`src/rtl/hex_scan_ctrl_pkg.sv`:
```
// Shared types and helpers for the hex display scan controller.
package hex_scan_ctrl_pkg;

  // Scan phase: dark blanking gap, or one digit position shown.
  typedef enum logic {
    ST_GAP  = 1'b0,
    ST_SHOW = 1'b1
  } scan_state_e;

  // Number of bits needed to hold values 0..value-1.
  function automatic int clog2(input int value);
    int r;
    r = 0;
    while ((1 << r) < value) r++;
    return r;
  endfunction

  function automatic int max2(input int a, input int b);
    return (a > b) ? a : b;
  endfunction

endpackage

```
`src/rtl/hex_scan_ctrl_scan_timer.sv`:
```
// Loadable down-counter with a zero flag. Holds at zero until reloaded.
module scan_timer #(
  parameter int           W       = 8,
  parameter logic [W-1:0] RST_VAL = '0
) (
  input  logic         i_clk,
  input  logic         i_rst_n,
  input  logic         i_load,
  input  logic [W-1:0] i_load_val,
  output logic         o_zero
);

  logic [W-1:0] r_count;

  // Reload takes priority; otherwise count down and park at zero.
  always_ff @(posedge i_clk or negedge i_rst_n) begin
    if (!i_rst_n) begin
      r_count <= RST_VAL;
    end else if (i_load) begin
      r_count <= i_load_val;
    end else if (r_count != '0) begin
      r_count <= r_count - 1'b1;
    end
  end

  assign o_zero = (r_count == '0);

endmodule

```
`src/rtl/hex_scan_ctrl.sv`:
```
// Time-multiplexed scan controller for a shared 7-segment decoder.
// Alternates a dark GAP with a SHOW slot per digit, round-robin.
// Everything the display sees (nibble, enables, blank) is snapshotted
// at SHOW entry so mid-slot writes or input changes cannot tear a digit.
import hex_scan_ctrl_pkg::*;

module hex_scan_ctrl #(
  parameter int NUM_DIGITS = 4,
  parameter int DWELL_CYC  = 50000,
  parameter int GAP_CYC    = 500,
  parameter int AW         = clog2(NUM_DIGITS)
) (
  input  logic                  Clock,
  input  logic                  Resetn,
  input  logic                  WrEn,
  input  logic [AW-1:0]         WrAddr,
  input  logic [3:0]            WrData,
  input  logic [NUM_DIGITS-1:0] BlankMask,
  input  logic                  LzEnable,
  output logic [3:0]            Nibble,
  output logic [NUM_DIGITS-1:0] DigitEn_n,
  output logic                  Blank,
  output logic                  FrameTick,
  output scan_state_e           o_dbg_state
);

  localparam int TW_RAW = clog2(max2(DWELL_CYC, GAP_CYC));
  localparam int TW     = (TW_RAW < 1) ? 1 : TW_RAW;

  localparam logic [TW-1:0]         GAP_LOAD   = TW'(GAP_CYC - 1);
  localparam logic [TW-1:0]         DWELL_LOAD = TW'(DWELL_CYC - 1);
  localparam logic [NUM_DIGITS-1:0] ALL_DARK   = '1;
  localparam logic [AW-1:0]         LAST_IDX   = AW'(NUM_DIGITS - 1);

  scan_state_e           r_state;
  scan_state_e           w_state_nxt;
  logic [AW-1:0]         r_index;
  logic [3:0]            r_digit     [NUM_DIGITS];
  logic [3:0]            w_digit_fwd [NUM_DIGITS];
  logic                  w_wr_ok;
  logic                  w_tmr_zero;
  logic                  w_load;
  logic [TW-1:0]         w_load_val;
  logic                  w_show_entry;
  logic                  w_show_exit;
  logic                  w_upper_nz;
  logic                  w_suppressed;
  logic                  w_lit;
  logic [NUM_DIGITS-1:0] w_en_lit;
  logic [3:0]            r_nibble;
  logic [NUM_DIGITS-1:0] r_digit_en_n;
  logic                  r_blank;
  logic                  r_frame_tick;

  assign w_wr_ok = WrEn && (int'(WrAddr) < NUM_DIGITS);

  // Reset is treated as a GAP entry, so the timer starts at the GAP load
  // value and the first SHOW comes exactly GAP_CYC cycles after release.
  scan_timer #(
    .W       (TW),
    .RST_VAL (GAP_LOAD)
  ) u_timer (
    .i_clk      (Clock),
    .i_rst_n    (Resetn),
    .i_load     (w_load),
    .i_load_val (w_load_val),
    .o_zero     (w_tmr_zero)
  );

  // Digit buffer; out-of-range addresses are dropped.
  always_ff @(posedge Clock or negedge Resetn) begin
    if (!Resetn) begin
      for (int i = 0; i < NUM_DIGITS; i++) r_digit[i] <= 4'h0;
    end else if (w_wr_ok) begin
      r_digit[WrAddr] <= WrData;
    end
  end

  // Buffer view with this edge's write applied, so a write on the SHOW
  // entry edge is what gets displayed.
  always_comb begin
    for (int i = 0; i < NUM_DIGITS; i++) begin
      w_digit_fwd[i] = r_digit[i];
      if (w_wr_ok && (int'(WrAddr) == i)) w_digit_fwd[i] = WrData;
    end
  end

  // Leading-zero suppression and lit decision for the upcoming digit.
  always_comb begin
    w_upper_nz = 1'b0;
    for (int i = 0; i < NUM_DIGITS; i++) begin
      if ((i >= int'(r_index)) && (w_digit_fwd[i] != 4'h0)) w_upper_nz = 1'b1;
    end
    w_suppressed = LzEnable && (r_index != '0) && !w_upper_nz;
    w_lit        = !BlankMask[r_index] && !w_suppressed;
    w_en_lit          = ALL_DARK;
    w_en_lit[r_index] = 1'b0;
  end

  // Phase state register.
  always_ff @(posedge Clock or negedge Resetn) begin
    if (!Resetn) r_state <= ST_GAP;
    else         r_state <= w_state_nxt;
  end

  // Next phase and timer reload; every phase entry reloads the timer.
  always_comb begin
    w_state_nxt  = r_state;
    w_load       = 1'b0;
    w_load_val   = GAP_LOAD;
    w_show_entry = 1'b0;
    w_show_exit  = 1'b0;
    case (r_state)
      ST_GAP: begin
        if (w_tmr_zero) begin
          w_state_nxt  = ST_SHOW;
          w_load       = 1'b1;
          w_load_val   = DWELL_LOAD;
          w_show_entry = 1'b1;
        end
      end
      ST_SHOW: begin
        if (w_tmr_zero) begin
          w_state_nxt = ST_GAP;
          w_load      = 1'b1;
          w_load_val  = GAP_LOAD;
          w_show_exit = 1'b1;
        end
      end
      default: begin
        w_state_nxt = ST_GAP;
        w_load      = 1'b1;
        w_load_val  = GAP_LOAD;
      end
    endcase
  end

  // Display outputs: snapshot on SHOW entry, go dark and advance on exit.
  always_ff @(posedge Clock or negedge Resetn) begin
    if (!Resetn) begin
      r_index      <= '0;
      r_nibble     <= 4'h0;
      r_digit_en_n <= ALL_DARK;
      r_blank      <= 1'b1;
      r_frame_tick <= 1'b0;
    end else begin
      r_frame_tick <= 1'b0;
      if (w_show_entry) begin
        r_nibble     <= w_digit_fwd[r_index];
        r_digit_en_n <= w_lit ? w_en_lit : ALL_DARK;
        r_blank      <= !w_lit;
      end else if (w_show_exit) begin
        r_digit_en_n <= ALL_DARK;
        r_blank      <= 1'b1;
        if (r_index == LAST_IDX) begin
          r_index      <= '0;
          r_frame_tick <= 1'b1;
        end else begin
          r_index <= r_index + 1'b1;
        end
      end
    end
  end

  assign Nibble      = r_nibble;
  assign DigitEn_n   = r_digit_en_n;
  assign Blank       = r_blank;
  assign FrameTick   = r_frame_tick;
  assign o_dbg_state = r_state;

endmodule

```
`config.mk`:
```
export PLATFORM = sky130hd
export DESIGN_NAME = hex_scan_ctrl
export DESIGN_NICKNAME = d
export VERILOG_FILES = /design/src/rtl/hex_scan_ctrl_pkg.sv /design/src/rtl/hex_scan_ctrl_scan_timer.sv /design/src/rtl/hex_scan_ctrl.sv
export SDC_FILE = /design/constraint.sdc
export NUM_CORES = 1
export LEC_CHECK = 0
export CORE_ASPECT_RATIO = 0.7
export CORE_MARGIN = 5
export CORE_UTILIZATION = 57
export CTS_CLUSTER_DIAMETER = 150
export DETAILED_ROUTE_END_ITERATION = 8
export PLACE_DENSITY = 0.8
export SETUP_SLACK_MARGIN = 0.2
export SLEW_MARGIN = 10
export SYNTH_ARGS = -nofsm -noshare
export SYNTH_HDL_FRONTEND = slang
export SYNTH_SLANG_ARGS = --single-unit
```
`constraint.sdc`:
```
create_clock -name Clock -period 3.31 [get_ports Clock]
set_clock_uncertainty 0.05 [all_clocks]
set_input_delay 0.662 -clock Clock [delete_from_list [all_inputs] [get_ports Clock]]
set_output_delay 0.662 -clock Clock [all_outputs]
set_load 0.01 [all_outputs]
```
# Word level (Yosys, flattened, before mapping)
# Cells that the tools add are included.
# W data, S select, Z words.
[totals]
mem_bits_rw = 0
word_cells = 93
latch_bits = 0
romBits = 0
n_memories = 0
regBits = 45
inputBits = 14
[classes]
n_mul = 0
order_cmp = 8
div = 0
n_mux = 36
n_reduce_logical = 27
shift = 0
bitwise_logic = 5
add_sub_neg = 2
n_eq_ne = 4
[ops]
columns = ["operator", "n"]
rows = [
  ["$mux W16", 3],
  ["$mux W4", 10],
  ["$pmux W16 S2", 1],
  ["$bwmux W16", 1],
  ["$logic_not A16 Y1", 1],
  ["$reduce_bool A16 Y1", 1],
  ["$reduce_bool A4 Y1", 4],
  ["$sub A16 B1 Y16 const B", 1],
  ["$mux W1", 15],
  ["$logic_and A1 B1 Y1", 12],
  ["$bmux W4 S2", 1],
  ["$demux W4 S2", 1],
  ["$eq A2 B2 Y1 const B", 3],
  ["$ge A3 B3 Y1 const B", 2],
  ["$not A2 Y3", 2],
  ["$reduce_bool A2 Y1", 3],
  ["$ge A1 B2 Y1 const A", 2],
  ["$logic_not A1 Y1", 4],
  ["$not A4 Y4", 1],
  ["$lt A2 B3 Y1 const B", 1],
  ["$lt A3 B1 Y1 const B", 1],
  ["$add A2 B1 Y2 const B", 1],
  ["$bmux W1 S2", 1],
  ["$demux W1 S2", 1],
  ["other kinds (8)", 9],
]

# Logic depth before layout (Yosys ltp)
[depth]
word_depth = 15
depth_mapped = 10
depth_no_buf = 8

# Modules after synthesis
# A second synthesis with hierarchy kept.
[hier_totals]
cells_unflattened = 273
hier_area_um2 = 2824.0
[by_module_without_submodules]
columns = ["mod", "area_each_um2", "instances", "seq_area_each_um2", "cells_each"]
rows = [
  ["hex_scan_ctrl", 1809.2, 1, 732.0, 169],
  ["scan_timer", 1014.7, 1, 409.1, 104],
]

# Worst setup path before layout
# No wires, ideal clock.
[synth_path]
path_kind = "reg2reg"
startpoint = "register u_timer.r_count[2]"
endpoint = "register r_digit_en_n[3], in the netlist DigitEn_n[3]"
path_stages_with_launch = 10
required_time_ns = 3.168
setup_time_ns = 0.092
t_arrival_ns = 2.260
synth_period_minus_slack_ns = 2.402
n_path_buf = 1
path_slack_ns = 0.908
cell_sequence = "dfrtp_1 > nor4_4 > nand4b_2 > or3b_4 > buf_6 > inv_1 > ha_1 > nand2b_1 > o41ai_1 > a31oi_1"
[synth_between]
elab_chain_len = 4
word_cells_on_any_way = 6
cone_classes = "mux (4); reduce/logical (2)"
[synth_rtl]
columns = ["element", "line", "text"]
rows = [
  ["from (decl)", "hex_scan_ctrl_scan_timer.sv:13", "logic [W-1:0] r_count;"],
  ["from (signal assigned)", "hex_scan_ctrl_scan_timer.sv:20", "r_count <= i_load_val;"],
  ["from (signal assigned)", "hex_scan_ctrl_scan_timer.sv:22", "r_count <= r_count - 1'b1;"],
  ["$logic_not A16 Y1 (*)", "hex_scan_ctrl_scan_timer.sv:26", "assign o_zero = (r_count == '0);"],
  ["$mux W1 (*)", "hex_scan_ctrl.sv:115", "if (w_tmr_zero) begin"],
  ["$mux W1 (*)", "hex_scan_ctrl.sv:113", "case (r_state)"],
  ["net w_show_entry", "hex_scan_ctrl.sv:44", "logic w_show_entry;"],
  ["$mux W4 or $reduce_bool A2 Y1 (tied branches)", "--", ""],
  ["to (signal assigned)", "hex_scan_ctrl.sv:150", "r_digit_en_n <= w_lit ? w_en_lit : ALL_DARK;"],
  ["to (decl)", "hex_scan_ctrl.sv:51", "logic [NUM_DIGITS-1:0] r_digit_en_n;"],
]
# The timed path passes the listed nets; every way through them passes the cells marked *.
# A chain may end at the register's enable or synchronous reset.

# Worst setup path after layout
[layout_path]
startpoint = "register u_timer.r_count[13]"
endpoint = "register r_digit_en_n[3], in the netlist DigitEn_n[3]"
# The elaborated chain is that of the path after synthesis.

==> flow_metrics.tcl <==
set metrics [dict create \
    die-area_sq_um 5840 \
    yosys_warnings 0 \
    holdCritPathClass "reg -> reg" \
    unrepaired_setup_endpoints_after_global_routing "false" \
    met2_usage_in_global_routing_pct 27.4 \
    list_of_cells_traversed_by_the_critical_path "nor4_2 > nand4b_2 > or3b_4 > inv_1 > ha_1 > nand2b_1 > o41ai_1 > a31oi_1" \
    post-route-min-period_ns 2.67 \
    timing.setup.critical_path_class "reg -> reg" \
    pin_count 25 \
    synth_top_area_cell "sky130_fd_sc_hd__dfrtp_1" \
    wire_per_inst_microns 16.5 \
    die_y_microns 65.5 \
    power_per_unit_of_standard_cell_area_nw_per_um2 383 \
    postSynthCellCount 237 \
    switching_power_uw 280 \
    overflow 0 \
    worstSetupEndpointType "flip-flop" \
    max_cap_viol_count 0 \
    synth-async-reset-ratio_pct 100 \
    met1_global_route_usage_pct 30.6 \
    cts_hold_buffers 0 \
    yosys.cell_types.count 46 \
    synth_top_area_share_pct 33.0 \
    p_sw_share_pct 25.6 \
    hold_viol_final 0 \
    drive_above_1_share_pct 16.7 \
    wirelength_microns 5180 \
    timing.critical_path.slowest_cell_delay_ns 0.50 \
    sequential_fraction_of_the_synthesis_area_pct 45.6 \
    timing.setup.tns_ns 0 \
    fmax_ghz 0.374 \
    setup_violators_final 0 \
    grt_max_degree 46 \
    comb_power_share_pct 12.8 \
    netlist_area_sq_um 2500 \
    cts_tree "done" \
    place_hpwl_microns 3680 \
    row_count 20 \
    ys_ff_latch 45 \
    worst_setup_hold_path_clk_slew_ns 0.09 \
    design.final.nets 280 \
    worst-path-max-fanout 11 \
    gr-max-usage-layer "met1" \
    detail_route.vias_per_cell 6.08 \
    port_buffers 24 \
    leak_nw 1.15 \
    cts-buffers-inserted 5 \
    placeableCoreArea_sq_um 4300 \
    placed_cell_count 305 \
    final_max_slew_viol_count 0 \
    die_x_microns 89.2 \
    peakVddDrop_uv 271 \
    cp_data_arrival_time_ns 2.84 \
    postSynthNetCount 260 \
    drtPass1Iterations 4 \
    number_of_drc_markers_in_iteration_0 152 \
    status "finished, final reports clean" \
    cellInternalPower_uw 811 \
    grt_util_met3_pct 5.01 \
    synth_top_cells_by_count "33 x sky130_fd_sc_hd__dfrtp_1, 16 x sky130_fd_sc_hd__inv_1, 15 x sky130_fd_sc_hd__nor2_1" \
    synthesis.area_per_instance_sq_um 10.6 \
    max-clock-path-buffers 2 \
    cp_num_buf_inv 1 \
    track_usage_pct 19.8 \
    post-route-util_pct 66.2 \
    grt_antenna_before_repair 0 \
    tightestPinTransition_ns 0.982 \
    post_layout_nonfiller_instances 313 \
    post-route-period-util_pct 80.8 \
    tritoncts_num_sinks 45 \
    dr_total_vias 1902 \
    antenna_cells 0 \
    drc 0 \
    required_ns 3.48 \
    yosys.cell_count.top_type "sky130_fd_sc_hd__dfrtp_1" \
    number_of_flops_mapped_to_enable_cells_by_yosys 0 \
    cts.repair.resized 0 \
    grt_first_pass_wirelength_microns 8950 \
    area_growth_pct 13.7 \
    netlist_top_cells_area "sky130_fd_sc_hd__dfrtp_1 33%, sky130_fd_sc_hd__dfstp_2 13%, sky130_fd_sc_hd__mux2_2 5.4%" \
    final.hold.worst_slack_ns 0.417 \
    synth_top_flop_cell "sky130_fd_sc_hd__dfrtp_1" \
    timing.slew.headroom_pct 34.5 \
    power.share.clock_pct 30.6 \
    critical_path.top_delay_family "simple AND/OR/NAND/NOR gates" \
    drtAntennaViolNets 0 \
    totalPowerFinal_mw 1.09 \
    startpoint_type "flip-flop" \
    clk-insertion-delay-late_ns 0.30 \
    place_congestion 0.953 \
    first_global_vias 1821 \
    initial_core_util_pct 58.2 \
    seq_power_share_pct 56.6 \
    htree_num_levels 2 \
    root_buffer "sky130_fd_sc_hd__clkbuf_8" \
    cts_setup_buffers 0 \
    critical_path.slowest_cell "sky130_fd_sc_hd__or3b_4" \
]
-- state kept, by name, summed over array words and instances, names as in the netlist --
name / flops
o_dbg_state: 1
DigitEn_n: 4
Blank: 1
u_timer.r_count: 16
Nibble: 4
r_digit: 16
FrameTick: 1
r_index: 2
-- final cells by class --
type	instances	area (sq um)
Clock buffer	5	68.8
Clock inverter	3	17.5
Fill cell	334	1460
Inverter	16	60.1
Multi-Input combinational cell	164	1250
Sequential cell	45	1140
Tap cell	55	68.8
Timing Repair Buffer	25	243
-- final timing paths --
| path | start | to | slack, ns | cells past startpoint |
|---|---|---|---|---|
| max in group asynchronous | Resetn | u_timer.r_count[2]$_DFF_PN0_ | 2.14 | 1 |
| min in group asynchronous | Resetn | u_timer.r_count[15]$_DFF_PN0_ | 0.47 | 1 |
| hold / removal | u_timer.r_count[0]$_DFF_PN1_ | u_timer.r_count[0]$_DFF_PN1_ | 0.42 | 1 |
| hold reg to reg | u_timer.r_count[0]$_DFF_PN1_ | u_timer.r_count[0]$_DFF_PN1_ | 0.42 | 1 |
| setup reg to reg | u_timer.r_count[13]$_DFF_PN0_ | DigitEn_n[3]$_DFFE_PN1P_ | 0.64 | 8 |
| setup / recovery | u_timer.r_count[13]$_DFF_PN0_ | DigitEn_n[3]$_DFFE_PN1P_ | 0.64 | 8 |
-- routing by layer --
| metal | wire length, microns | part of all wire, % |
|---|---|---|
| met1 | 2560 | 49 |
| met2 | 2220 | 43 |
| met3 | 351 | 6.8 |
| met5 | 0 | 0 |
| met4 | 42 | 0.81 |
-- stage by stage --
| step | worst slack [ns] | instance area [sq um] |
|---|---|---|
| after global routing | 0.398 | 2850 |
| after detailed placement | 0.635 | 2760 |
| after floorplan | 0.908 | 2500 |
| final | 0.636 | 2850 |
| after CTS | 0.627 | 2850 |
| after global placement | 0.668 | 2760 |
-- placed cells by master, fill, tap and decap left out, drive strengths merged, types with 3 or more instances in the layout --
cell,synthesis,routed
a21boi,4,4
a21oi,7,7
a221o,4,4
a31oi,12,12
clkbuf,9,5
clkdlybuf4s50,0,23
dfrtp,33,33
dfstp,12,12
ha,9,9
inv,16,16
mux2,12,12
mux2i,3,3
nand2,7,7
nand2b,6,6
nand3,3,3
nand4,8,8
nor2,15,15
nor3,5,5
nor3b,3,3
nor4,3,3
nor4bb,4,4
o211ai,8,8
o21ai,8,8
o22ai,4,4
o41ai,3,3
or3,3,3
or4,4,4
xnor2,3,3
xor2,9,9
-- power by group through the flow --
stage               Clock (mW)  Combinational (mW)  Sequential (mW)
finish                   0.334               0.139            0.617
global route             0.367               0.153            0.622
CTS                      0.345               0.139            0.617
detailed placement           0               0.138            0.627
global placement             0               0.139            0.626
floorplan                    0              0.0825            0.621
-- kinds of logic (layout without fill, tap and decap cells) --
kind of cell	after synthesis	after routing	share of synthesized area, %
flops	45	45	45.6
buf+inv	28	49	4.60
fa+ha+maj	9	9	4.50
compound gates	54	54	14.5
mux	16	16	7.49
simple gates	73	73	19.2
xor+xnor	12	12	4.20
(Power assumes the default switching activity.)
